## src/rtl/execute_pipe_pkg.sv

```systemverilog
// Shared Y86-64 encodings for the execute stage: icode/ifun values, register "none",
// condition-code bit positions, ALU function enum and the branch/cmov condition evaluator.
// Pure declarations; no state, no timing.
package execute_pipe_pkg;

    // Instruction codes (0x0..0xB are the legal ones)
    localparam logic [3:0] I_HALT   = 4'h0;
    localparam logic [3:0] I_NOP    = 4'h1;
    localparam logic [3:0] I_CMOVXX = 4'h2;
    localparam logic [3:0] I_IRMOVQ = 4'h3;
    localparam logic [3:0] I_RMMOVQ = 4'h4;
    localparam logic [3:0] I_MRMOVQ = 4'h5;
    localparam logic [3:0] I_OPQ    = 4'h6;
    localparam logic [3:0] I_JXX    = 4'h7;
    localparam logic [3:0] I_CALL   = 4'h8;
    localparam logic [3:0] I_RET    = 4'h9;
    localparam logic [3:0] I_PUSHQ  = 4'hA;
    localparam logic [3:0] I_POPQ   = 4'hB;

    localparam logic [3:0] RNONE = 4'hF;

    // Condition function codes for jXX / cmovXX
    localparam logic [3:0] C_ALWAYS = 4'h0;
    localparam logic [3:0] C_LE     = 4'h1;
    localparam logic [3:0] C_L      = 4'h2;
    localparam logic [3:0] C_E      = 4'h3;
    localparam logic [3:0] C_NE     = 4'h4;
    localparam logic [3:0] C_GE     = 4'h5;
    localparam logic [3:0] C_G      = 4'h6;

    // Bit positions inside cc = {ZF,SF,OF}
    localparam int CC_ZF = 2;
    localparam int CC_SF = 1;
    localparam int CC_OF = 0;

    // OPq ifun 0..3 maps directly onto this encoding
    typedef enum logic [1:0] {
        ALU_ADD = 2'd0,
        ALU_SUB = 2'd1,
        ALU_AND = 2'd2,
        ALU_XOR = 2'd3
    } alu_fun_e;

    // Returns 0 for undefined condition codes; the caller flags them as invalid.
    function automatic logic cond_eval(input logic [3:0] ifun, input logic [2:0] cc);
        logic zf, sf, of;
        zf = cc[CC_ZF];
        sf = cc[CC_SF];
        of = cc[CC_OF];
        case (ifun)
            C_ALWAYS: cond_eval = 1'b1;
            C_LE:     cond_eval = (sf ^ of) | zf;
            C_L:      cond_eval = sf ^ of;
            C_E:      cond_eval = zf;
            C_NE:     cond_eval = ~zf;
            C_GE:     cond_eval = ~(sf ^ of);
            C_G:      cond_eval = ~(sf ^ of) & ~zf;
            default:  cond_eval = 1'b0;
        endcase
    endfunction

endpackage

```

## src/rtl/execute_pipe_if.sv

```systemverilog
// Decode->execute->memory bundle: request payload with valid/ready, flush, and the E->M result.
// Latency: none (wires only).
// Backpressure: in_ready from the stage, out_ready from the memory stage.
// master = surrounding pipeline (drives requests, consumes results); slave = execute stage.
interface execute_pipe_if #(
    parameter int WIDTH = 64
);
    logic             in_valid;
    logic             in_ready;
    logic [3:0]       icode;
    logic [3:0]       ifun;
    logic [WIDTH-1:0] valA;
    logic [WIDTH-1:0] valB;
    logic [WIDTH-1:0] valC;
    logic [3:0]       dstE;
    logic             flush;
    logic             out_valid;
    logic             out_ready;
    logic [3:0]       out_icode;
    logic [WIDTH-1:0] out_valE;
    logic [WIDTH-1:0] out_valA;
    logic [3:0]       out_dstE;
    logic             out_cnd;
    logic             out_ins;
    logic [2:0]       cc;

    modport master (
        output in_valid, icode, ifun, valA, valB, valC, dstE, flush, out_ready,
        input  in_ready, out_valid, out_icode, out_valE, out_valA, out_dstE, out_cnd, out_ins, cc
    );

    modport slave (
        input  in_valid, icode, ifun, valA, valB, valC, dstE, flush, out_ready,
        output in_ready, out_valid, out_icode, out_valE, out_valA, out_dstE, out_cnd, out_ins, cc
    );
endinterface

```

## src/rtl/execute_pipe_alu.sv

```systemverilog
// Combinational Y86 ALU: result = b op a (mod 2^WIDTH) with {ZF,SF,OF} flags.
// Latency: 0 cycles (pure combinational).
// Backpressure: none; the caller decides whether the flags are committed.
module execute_pipe_alu
    import execute_pipe_pkg::*;
#(
    parameter int WIDTH = 64
) (
    input  logic [WIDTH-1:0] a,
    input  logic [WIDTH-1:0] b,
    input  alu_fun_e         fun,
    output logic [WIDTH-1:0] result,
    output logic [2:0]       flags
);
    logic ovf;

    always_comb begin
        result = '0;
        ovf    = 1'b0;
        case (fun)
            ALU_ADD: begin
                result = b + a;
                // Operands agree in sign but the sum does not
                ovf = (a[WIDTH-1] == b[WIDTH-1]) && (result[WIDTH-1] != a[WIDTH-1]);
            end
            ALU_SUB: begin
                result = b - a;
                // Operands differ in sign and the difference left B's sign
                ovf = (a[WIDTH-1] != b[WIDTH-1]) && (result[WIDTH-1] != b[WIDTH-1]);
            end
            ALU_AND: result = b & a;
            ALU_XOR: result = b ^ a;
            default: result = '0;
        endcase
    end

    always_comb begin
        flags        = '0;
        flags[CC_ZF] = (result == '0);
        flags[CC_SF] = result[WIDTH-1];
        flags[CC_OF] = ovf;
    end

endmodule

```

## src/rtl/execute_pipe.sv

```systemverilog
// Y86-64 execute stage: operand select, ALU, CC register, cond eval and registered E->M output.
// Latency: 1 cycle from accept to out_valid; back-to-back throughput of one instr per cycle.
// Backpressure: in_ready = !out_valid | out_ready; stalled outputs and cc hold; flush beats accept.
// Ports: clk, rst_n (async active-low), bus (execute_pipe_if.slave: decode request, flush, E->M result, cc).
module execute_pipe
    import execute_pipe_pkg::*;
#(
    parameter int         WIDTH    = 64,
    parameter logic [2:0] CC_RESET = 3'b100
) (
    input  logic           clk,
    input  logic           rst_n,
    execute_pipe_if.slave  bus
);
    logic             out_valid_q;
    logic [3:0]       out_icode_q;
    logic [WIDTH-1:0] out_valE_q;
    logic [WIDTH-1:0] out_valA_q;
    logic [3:0]       out_dstE_q;
    logic             out_cnd_q;
    logic             out_ins_q;
    logic [2:0]       cc_q;

    logic             in_ready;
    logic             accept;
    logic [WIDTH-1:0] alu_a;
    logic [WIDTH-1:0] alu_b;
    alu_fun_e         alu_fun;
    logic [WIDTH-1:0] alu_res;
    logic [2:0]       alu_flags;
    logic             cc_we;
    logic             cnd;
    logic             ins;
    logic [3:0]       dst_e;

    assign in_ready = !out_valid_q | bus.out_ready;
    assign accept   = bus.in_valid & in_ready & !bus.flush;

    // Operand select; anything that does not use the ALU leaves a=b=0 so valE=0.
    always_comb begin
        alu_a   = '0;
        alu_b   = '0;
        alu_fun = ALU_ADD;
        cc_we   = 1'b0;
        cnd     = 1'b0;
        ins     = 1'b0;
        dst_e   = bus.dstE;
        case (bus.icode)
            I_HALT, I_NOP: ;
            I_CMOVXX: begin
                alu_a = bus.valA;
                cnd   = cond_eval(bus.ifun, cc_q);
                ins   = (bus.ifun > C_G);
                // Failed move keeps the pipeline flowing but writes nothing
                if (!cnd) dst_e = RNONE;
            end
            I_IRMOVQ: alu_a = bus.valC;
            I_RMMOVQ, I_MRMOVQ: begin
                alu_a = bus.valC;
                alu_b = bus.valB;
            end
            I_OPQ: begin
                if (bus.ifun <= 4'd3) begin
                    alu_a   = bus.valA;
                    alu_b   = bus.valB;
                    alu_fun = alu_fun_e'(bus.ifun[1:0]);
                    cc_we   = 1'b1;
                end else begin
                    ins = 1'b1;
                end
            end
            I_JXX: begin
                cnd = cond_eval(bus.ifun, cc_q);
                ins = (bus.ifun > C_G);
            end
            I_CALL, I_PUSHQ: begin
                alu_a   = WIDTH'(8);
                alu_b   = bus.valB;
                alu_fun = ALU_SUB;
            end
            I_RET, I_POPQ: begin
                alu_a = WIDTH'(8);
                alu_b = bus.valB;
            end
            default: ins = 1'b1;
        endcase
    end

    execute_pipe_alu #(.WIDTH(WIDTH)) u_alu (
        .a      (alu_a),
        .b      (alu_b),
        .fun    (alu_fun),
        .result (alu_res),
        .flags  (alu_flags)
    );

    always_ff @(posedge clk or negedge rst_n) begin
        if (!rst_n) begin
            out_valid_q <= 1'b0;
            out_icode_q <= '0;
            out_valE_q  <= '0;
            out_valA_q  <= '0;
            out_dstE_q  <= RNONE;
            out_cnd_q   <= 1'b0;
            out_ins_q   <= 1'b0;
            cc_q        <= CC_RESET;
        end else if (bus.flush) begin
            out_valid_q <= 1'b0;
        end else if (accept) begin
            out_valid_q <= 1'b1;
            out_icode_q <= bus.icode;
            out_valE_q  <= alu_res;
            out_valA_q  <= bus.valA;
            out_dstE_q  <= dst_e;
            out_cnd_q   <= cnd;
            out_ins_q   <= ins;
            if (cc_we) cc_q <= alu_flags;
        end else if (bus.out_ready) begin
            out_valid_q <= 1'b0;
        end
    end

    assign bus.in_ready  = in_ready;
    assign bus.out_valid = out_valid_q;
    assign bus.out_icode = out_icode_q;
    assign bus.out_valE  = out_valE_q;
    assign bus.out_valA  = out_valA_q;
    assign bus.out_dstE  = out_dstE_q;
    assign bus.out_cnd   = out_cnd_q;
    assign bus.out_ins   = out_ins_q;
    assign bus.cc        = cc_q;

endmodule

```

## src/flat_wrapper.sv

```systemverilog
// flat-port wrapper written by rule: the top's interface ports become plain ports
module execute_pipe_flat import execute_pipe_pkg::*;
#(
    parameter int         WIDTH    = 64,
    parameter logic [2:0] CC_RESET = 3'b100
)
  (clk, rst_n, bus_in_valid, bus_icode, bus_ifun, bus_valA, bus_valB, bus_valC, bus_dstE, bus_flush, bus_out_ready, bus_in_ready, bus_out_valid, bus_out_icode, bus_out_valE, bus_out_valA, bus_out_dstE, bus_out_cnd, bus_out_ins, bus_cc);
  execute_pipe_if #(.WIDTH(WIDTH)) bus_i ();
  input  logic clk;
  input  logic rst_n;
  input wire logic [$bits(bus_i.in_valid)-1:0] bus_in_valid;
  input wire logic [$bits(bus_i.icode)-1:0] bus_icode;
  input wire logic [$bits(bus_i.ifun)-1:0] bus_ifun;
  input wire logic [$bits(bus_i.valA)-1:0] bus_valA;
  input wire logic [$bits(bus_i.valB)-1:0] bus_valB;
  input wire logic [$bits(bus_i.valC)-1:0] bus_valC;
  input wire logic [$bits(bus_i.dstE)-1:0] bus_dstE;
  input wire logic [$bits(bus_i.flush)-1:0] bus_flush;
  input wire logic [$bits(bus_i.out_ready)-1:0] bus_out_ready;
  output wire logic [$bits(bus_i.in_ready)-1:0] bus_in_ready;
  output wire logic [$bits(bus_i.out_valid)-1:0] bus_out_valid;
  output wire logic [$bits(bus_i.out_icode)-1:0] bus_out_icode;
  output wire logic [$bits(bus_i.out_valE)-1:0] bus_out_valE;
  output wire logic [$bits(bus_i.out_valA)-1:0] bus_out_valA;
  output wire logic [$bits(bus_i.out_dstE)-1:0] bus_out_dstE;
  output wire logic [$bits(bus_i.out_cnd)-1:0] bus_out_cnd;
  output wire logic [$bits(bus_i.out_ins)-1:0] bus_out_ins;
  output wire logic [$bits(bus_i.cc)-1:0] bus_cc;
  assign bus_i.in_valid = bus_in_valid;
  assign bus_i.icode = bus_icode;
  assign bus_i.ifun = bus_ifun;
  assign bus_i.valA = bus_valA;
  assign bus_i.valB = bus_valB;
  assign bus_i.valC = bus_valC;
  assign bus_i.dstE = bus_dstE;
  assign bus_i.flush = bus_flush;
  assign bus_i.out_ready = bus_out_ready;
  assign bus_in_ready = bus_i.in_ready;
  assign bus_out_valid = bus_i.out_valid;
  assign bus_out_icode = bus_i.out_icode;
  assign bus_out_valE = bus_i.out_valE;
  assign bus_out_valA = bus_i.out_valA;
  assign bus_out_dstE = bus_i.out_dstE;
  assign bus_out_cnd = bus_i.out_cnd;
  assign bus_out_ins = bus_i.out_ins;
  assign bus_cc = bus_i.cc;
  execute_pipe #(.WIDTH(WIDTH), .CC_RESET(CC_RESET)) u_core (.clk(clk), .rst_n(rst_n), .bus(bus_i));
endmodule
```

## config.mk

```make
export PLATFORM = sky130hd
export DESIGN_NAME = execute_pipe_flat
export DESIGN_NICKNAME = d
export VERILOG_FILES = /design/src/rtl/execute_pipe_pkg.sv /design/src/rtl/execute_pipe_if.sv /design/src/rtl/execute_pipe_alu.sv /design/src/rtl/execute_pipe.sv /design/src/flat_wrapper.sv
export SDC_FILE = /design/constraint.sdc
export NUM_CORES = 1
export LEC_CHECK = 0
export CAP_MARGIN = 20
export CORE_ASPECT_RATIO = 0.75
export CORE_MARGIN = 2
export CORE_UTILIZATION = 30
export CTS_BUF_LIST = sky130_fd_sc_hd__clkbuf_4 sky130_fd_sc_hd__clkbuf_8
export DETAILED_ROUTE_END_ITERATION = 8
export SLEW_MARGIN = 20
export SYNTH_ARGS = -nofsm -noshare
export SYNTH_HDL_FRONTEND = slang
export SYNTH_SLANG_ARGS = --single-unit
```

## constraint.sdc

```tcl
create_clock -name clk -period 4.55 [get_ports clk]
set_input_delay 1.365 -clock clk [delete_from_list [all_inputs] [get_ports clk]]
set_output_delay 1.365 -clock clk [all_outputs]
set_load 0.005 [all_outputs]
```

==> impl_results.html <==
<table>
<tr><th>Metric</th><th>Value</th></tr>
<tr><th colspan="2">STA</th></tr>
<tr><td>Final setup skew</td><td>0.0380 ns</td></tr>
<tr><td>Setup_tns</td><td>-20.66 ns</td></tr>
<tr><td>Max Clock Freq</td><td>0.173 GHz</td></tr>
<tr><td>Transition time of the tightest slew-check pin</td><td>0.996 ns</td></tr>
<tr><td>Fraction of the cycle the final worst path needs</td><td>127%</td></tr>
<tr><td>Minimum hold slack</td><td>0.479 ns</td></tr>
<tr><td>Hold Fails Final Rpt</td><td>0</td></tr>
<tr><td>Slew headroom</td><td>33.6%</td></tr>
<tr><td>Minimum clock period after layout</td><td>5.79 ns</td></tr>
<tr><td>Unrepaired setup endpoints after global routing</td><td>yes</td></tr>
<tr><td>Max-slew violation total from the final report</td><td>0</td></tr>
<tr><td># setup viols final</td><td>43</td></tr>
<tr><td>Final worst-path setup slack</td><td>-1.24 ns</td></tr>
<tr><th colspan="2">Critical path</th></tr>
<tr><td>Startpoint of the most critical register-to-register path</td><td>u_core.bus.out_valid</td></tr>
<tr><td>Worst endpoint data arrival time</td><td>6.27 ns</td></tr>
<tr><td>Worst Path Max Fanout</td><td>6</td></tr>
<tr><td>Cells on worst reg2reg path</td><td>13</td></tr>
<tr><td>FF-to-FF setup slack</td><td>1.16 ns</td></tr>
<tr><td>Req. time, crit path</td><td>5.03 ns</td></tr>
<tr><td>Sort of element at the end of the critical path</td><td>flop</td></tr>
<tr><td>Endpoint of the worst register-to-register path</td><td>u_core.bus.cc[2]</td></tr>
<tr><td>Crit start category</td><td>primary input</td></tr>
<tr><td>Category of the most critical setup path</td><td>in -&gt; reg</td></tr>
<tr><th colspan="2">Floorplanning</th></tr>
<tr><td>I/O pin count</td><td>352</td></tr>
<tr><td>Full die area</td><td>58,300 µm²</td></tr>
<tr><td>Width of the chip</td><td>278 µm</td></tr>
<tr><td>Area of the placeable core</td><td>55,800 µm²</td></tr>
<tr><td>Initial Utilization</td><td>30.3%</td></tr>
<tr><td>Row cnt</td><td>75</td></tr>
<tr><td>Vertical extent of the die</td><td>210 µm</td></tr>
<tr><th colspan="2">Final layout</th></tr>
<tr><td>Diode count</td><td>0</td></tr>
<tr><td>Layout cell share with drive strength beyond 1</td><td>40.0%</td></tr>
<tr><td>Area overhead of the layout relative to synthesis</td><td>86.5%</td></tr>
<tr><td>Commonest cells after routing, fill and taps aside</td><td>buf_4 (841), nand2_1 (406), clkdlybuf4s50_1 (344)</td></tr>
<tr><td>Finished Cell Area</td><td>31,500 µm²</td></tr>
<tr><td>Most common cell after layout, fill and taps aside</td><td>buf_4</td></tr>
<tr><td>Final layout net count</td><td>3,879</td></tr>
<tr><th colspan="2">Placement</th></tr>
<tr><td>Placement Cell Area</td><td>27,400 µm²</td></tr>
<tr><td>Detail Placement HPWL</td><td>76,400 µm</td></tr>
<tr><td>Final estimated routing congestion in global placement</td><td>1.02</td></tr>
<tr><td>Pre-CTS WS</td><td>-3.14 ns</td></tr>
<tr><td>IO buf count</td><td>351</td></tr>
<tr><th colspan="2">Clock tree</th></tr>
<tr><td>Number of sinks driven by the clock tree</td><td>142</td></tr>
<tr><td>Cts-stage hold buffer count</td><td>0</td></tr>
<tr><td>Maximum number of buffers from clock root to sink</td><td>2</td></tr>
<tr><td>Clock insertion delay at the later pin of the skew report</td><td>0.61 ns</td></tr>
<tr><td>Depth of the CTS H-tree</td><td>4</td></tr>
<tr><td>Number of clock buffers inserted by TritonCTS</td><td>17</td></tr>
<tr><td>TritonCTS clock tree</td><td>done</td></tr>
<tr><td>Clock transition at the registers of the reported paths</td><td>0.09 ns</td></tr>
<tr><td>Clock root cell</td><td>clkbuf_8</td></tr>
<tr><th colspan="2">Pwr</th></tr>
<tr><td>Power per cell area</td><td>239 nW/µm²</td></tr>
<tr><td>Peak supply drop</td><td>0.185 mV</td></tr>
<tr><td>Sequential Power Share</td><td>21.3%</td></tr>
<tr><td>Total leakage power</td><td>14.8 nW</td></tr>
<tr><td>Switching pwr</td><td>3.06 mW</td></tr>
<tr><td>Sw frac</td><td>40.6%</td></tr>
<tr><td>Cell internal pwr</td><td>4.47 mW</td></tr>
<tr><td>Share of total power in combinational logic</td><td>61.8%</td></tr>
<tr><td>Power Total</td><td>7.53 mW</td></tr>
<tr><td>Portion of total power attributed to the clock network</td><td>16.8%</td></tr>
<tr><th colspan="2">Synthesis</th></tr>
<tr><td>Leading area contributor after synthesis</td><td>dfrtp_1</td></tr>
<tr><td>Multiplexer fraction of the synthesized cell area</td><td>1.28%</td></tr>
<tr><td>Cells taking the most area after synthesis</td><td>dfrtp_1 (20%), ha_1 (9.6%), nand2_1 (9.5%)</td></tr>
<tr><td>Ys async rst share</td><td>100%</td></tr>
<tr><td>XOR/XNOR share of the synthesized area</td><td>2.80%</td></tr>
<tr><td>Number of enable-type register cells in the synthesized netlist</td><td>0</td></tr>
<tr><td>Library cells used by synthesis</td><td>106</td></tr>
<tr><td>Post-Syn Area per Cell</td><td>7.15 µm²</td></tr>
<tr><td>Share of the synthesized area in the top cell type</td><td>20.3%</td></tr>
<tr><td>Synth Area in Simple Gates</td><td>27.4%</td></tr>
<tr><td>Post-synthesis cell area</td><td>16,900 µm²</td></tr>
<tr><td>Synthesized-area fraction occupied by ao, oa, aoi and oai cells</td><td>30.9%</td></tr>
<tr><td>Number of warning messages in the yosys log</td><td>0</td></tr>
<tr><td>Post-Synth Adder-Cell Area</td><td>9.85%</td></tr>
<tr><td>Main combinational cell family by area after synthesis</td><td>compound AO/OA/AOI/OAI gates</td></tr>
<tr><td>Flip-flop and latch count after synthesis</td><td>142</td></tr>
<tr><td>Number of instances in the synthesized netlist</td><td>2,364</td></tr>
<tr><td>Net count of the mapped netlist</td><td>2,704</td></tr>
<tr><td>Part of the Yosys area used for sequential elements</td><td>21.1%</td></tr>
<tr><td>Top flip-flop cell by instance count after synthesis</td><td>dfrtp_1</td></tr>
<tr><th colspan="2">Global routing</th></tr>
<tr><td>Largest net degree at the start of global routing</td><td>69</td></tr>
<tr><td>Number of antenna violations at the first check in global routing</td><td>1</td></tr>
<tr><td>Grt ovf</td><td>0</td></tr>
<tr><td>Global-route wire length before repair</td><td>145,000 µm</td></tr>
<tr><td>Via count of the first global-routing pass</td><td>23,358</td></tr>
<tr><td>Overall global routing resource usage</td><td>32.7%</td></tr>
<tr><th colspan="2">Drt</th></tr>
<tr><td>Number of DRC markers after the initial detailed-route iteration</td><td>2,120</td></tr>
<tr><td>Remaining design rule violation count</td><td>0</td></tr>
<tr><td>Via total after detailed routing</td><td>23,448</td></tr>
<tr><td>DRT antenna net count</td><td>0</td></tr>
<tr><td>Drt pass-1 iters</td><td>5</td></tr>
<tr><td>Detailed-route wire length per cell</td><td>22.8 µm</td></tr>
<tr><td>Via density per instance</td><td>5.47</td></tr>
<tr><td>Total routed wirelength</td><td>97,900 µm</td></tr>
<tr><th colspan="2">Status</th></tr>
<tr><td>Run status</td><td>finished with violations</td></tr>
<tr><td>Failing checks</td><td>setup timing</td></tr>
<tr><th colspan="2">Min path</th></tr>
<tr><td>Hold worst-path end</td><td>u_core.bus.out_valE[30]</td></tr>
<tr><td>Hold_sp</td><td>u_core.bus.out_valE[30]</td></tr>
<tr><td>Class of the most critical hold timing path</td><td>reg -&gt; reg</td></tr>
<tr><td>Number of cells on the worst hold path</td><td>2</td></tr>
<tr><th colspan="2">Run</th></tr>
<tr><td>Maximum Capacitance Violations</td><td>0</td></tr>
</table>
-- routing by layer --
metal  track usage [%]  wire length [µm]  share of wire (%)  vias to the layer above
met5                 0                 0                  0                        -
met2              50.1             42400                 43                     1027
li1                  -                 -                  -                    10895
met1              47.2             45500                 46                    11364
met4              9.49              2570                2.6                        0
met3              5.21              7440                7.6                      162
-- critical path: stages --
cell	delay, ns
buf_8	0.11
or3b_4	0.41
a21oi_4	0.22
buf_12	0.18
buf_12	0.12
buf_12	0.11
buf_8	0.11
a22oi_2	0.11
ha_4	0.33
or3b_4	0.17
nor3_4	0.05
a21boi_2	0.15
a2111o_1	0.41
a21o_1	0.16
a41o_1	0.27
buf_6	0.15
a32o_2	0.28
buf_6	0.13
a2111o_1	0.42
o221ai_2	0.10
xnor2_1	0.10
o221a_1	0.26
nand4b_4	0.17
o41ai_2	0.36
-- sequential cells by signal, indices dropped and copies added, names as in the netlist --
| signal | count |
|---|---|
| u_core.bus.out_icode | 4 |
| u_core.bus.out_cnd | 1 |
| u_core.bus.out_valid | 1 |
| u_core.bus.out_valA | 64 |
| u_core.bus.out_dstE | 4 |
| u_core.bus.out_valE | 64 |
| u_core.bus.cc | 3 |
| u_core.bus.out_ins | 1 |
-- logic make-up (layout without fill, tap and decap cells) --
kind of cell / after synthesis / after routing
AO/OA/AOI/OAI: 761 / 761
XOR/XNOR: 54 / 54
adder cells (fa/ha/maj): 132 / 132
buffers and inverters: 284 / 1472
flip-flops: 142 / 142
multiplexers: 21 / 21
AND/OR/NAND/NOR: 970 / 970
-- cell usage after synthesis (16+ instances only) --
library cell	instances
clkbuf_1	102
a211oi_1	22
a21o_1	35
nor2b_1	98
o21bai_1	23
a221oi_1	19
buf_2	22
nor4_1	26
ha_1	129
nor2_1	165
o211ai_1	17
mux2i_1	16
dfrtp_1	137
o21ai_0	141
o22ai_1	22
inv_1	134
nor3_1	38
o31ai_1	34
nand3_1	49
nand2_1	429
a31oi_1	24
a22oi_1	64
and2_1	18
a21oi_1	182
nand2b_1	25
nand4_1	30
xnor2_1	40
and3_1	16
-- power by group through the flow --
| stage | sequential [mW] | combinational, mW | clock (mW) |
|---|---|---|---|
| CTS | 1.60 | 4.37 | 1.31 |
| global route | 1.63 | 4.92 | 1.34 |
| floorplan | 1.63 | 1.56 | 0 |
| global placement | 1.62 | 3.85 | 0 |
| detailed placement | 1.63 | 3.87 | 0 |
| finish | 1.61 | 4.65 | 1.27 |
-- stage by stage --
stage                     util (%)  std cells
after floorplan                  -       2364
after global placement        49.0       4125
after detailed placement      49.0       4125
after CTS                     54.7       4246
after global routing          56.4       4283
final                         56.4       4283
-- worst max path at each step --
stage | start | to | slack, ns | cells after the start
2_1_floorplan | bus_icode[2] | u_core.bus.cc[2] | -1.14 | 21
6_report | bus_icode[0] | u_core.bus.cc[2] | -1.24 | 24
3_3_place_gp | bus_icode[3] | u_core.bus.cc[2] | -3.22 | 22
3_5_place_dp | bus_icode[3] | u_core.bus.cc[2] | -3.14 | 22
4_1_cts | bus_icode[0] | u_core.bus.cc[2] | -1.11 | 26
5_1_grt | bus_icode[0] | u_core.bus.cc[2] | -1.43 | 24
-- timing repair --
item,in CTS,in global routing
pin swaps,176,100
setup buffers,105,49
cloned,5,0
setup endpoints to repair,60,51
endpoints found under the hold margin,0,0
gates resized for setup,438,150
-- area by class of cell --
class / instances / area [µm²]
fill: 5163 / 24300
timing repair buffer: 1298 / 11300
clock inverter: 13 / 189
sequential: 142 / 3560
clock buffer: 19 / 255
tap: 731 / 915
inverter: 142 / 536
multi-input combinational: 1938 / 14800
Note: power is estimated with default switching activity, not from simulation.
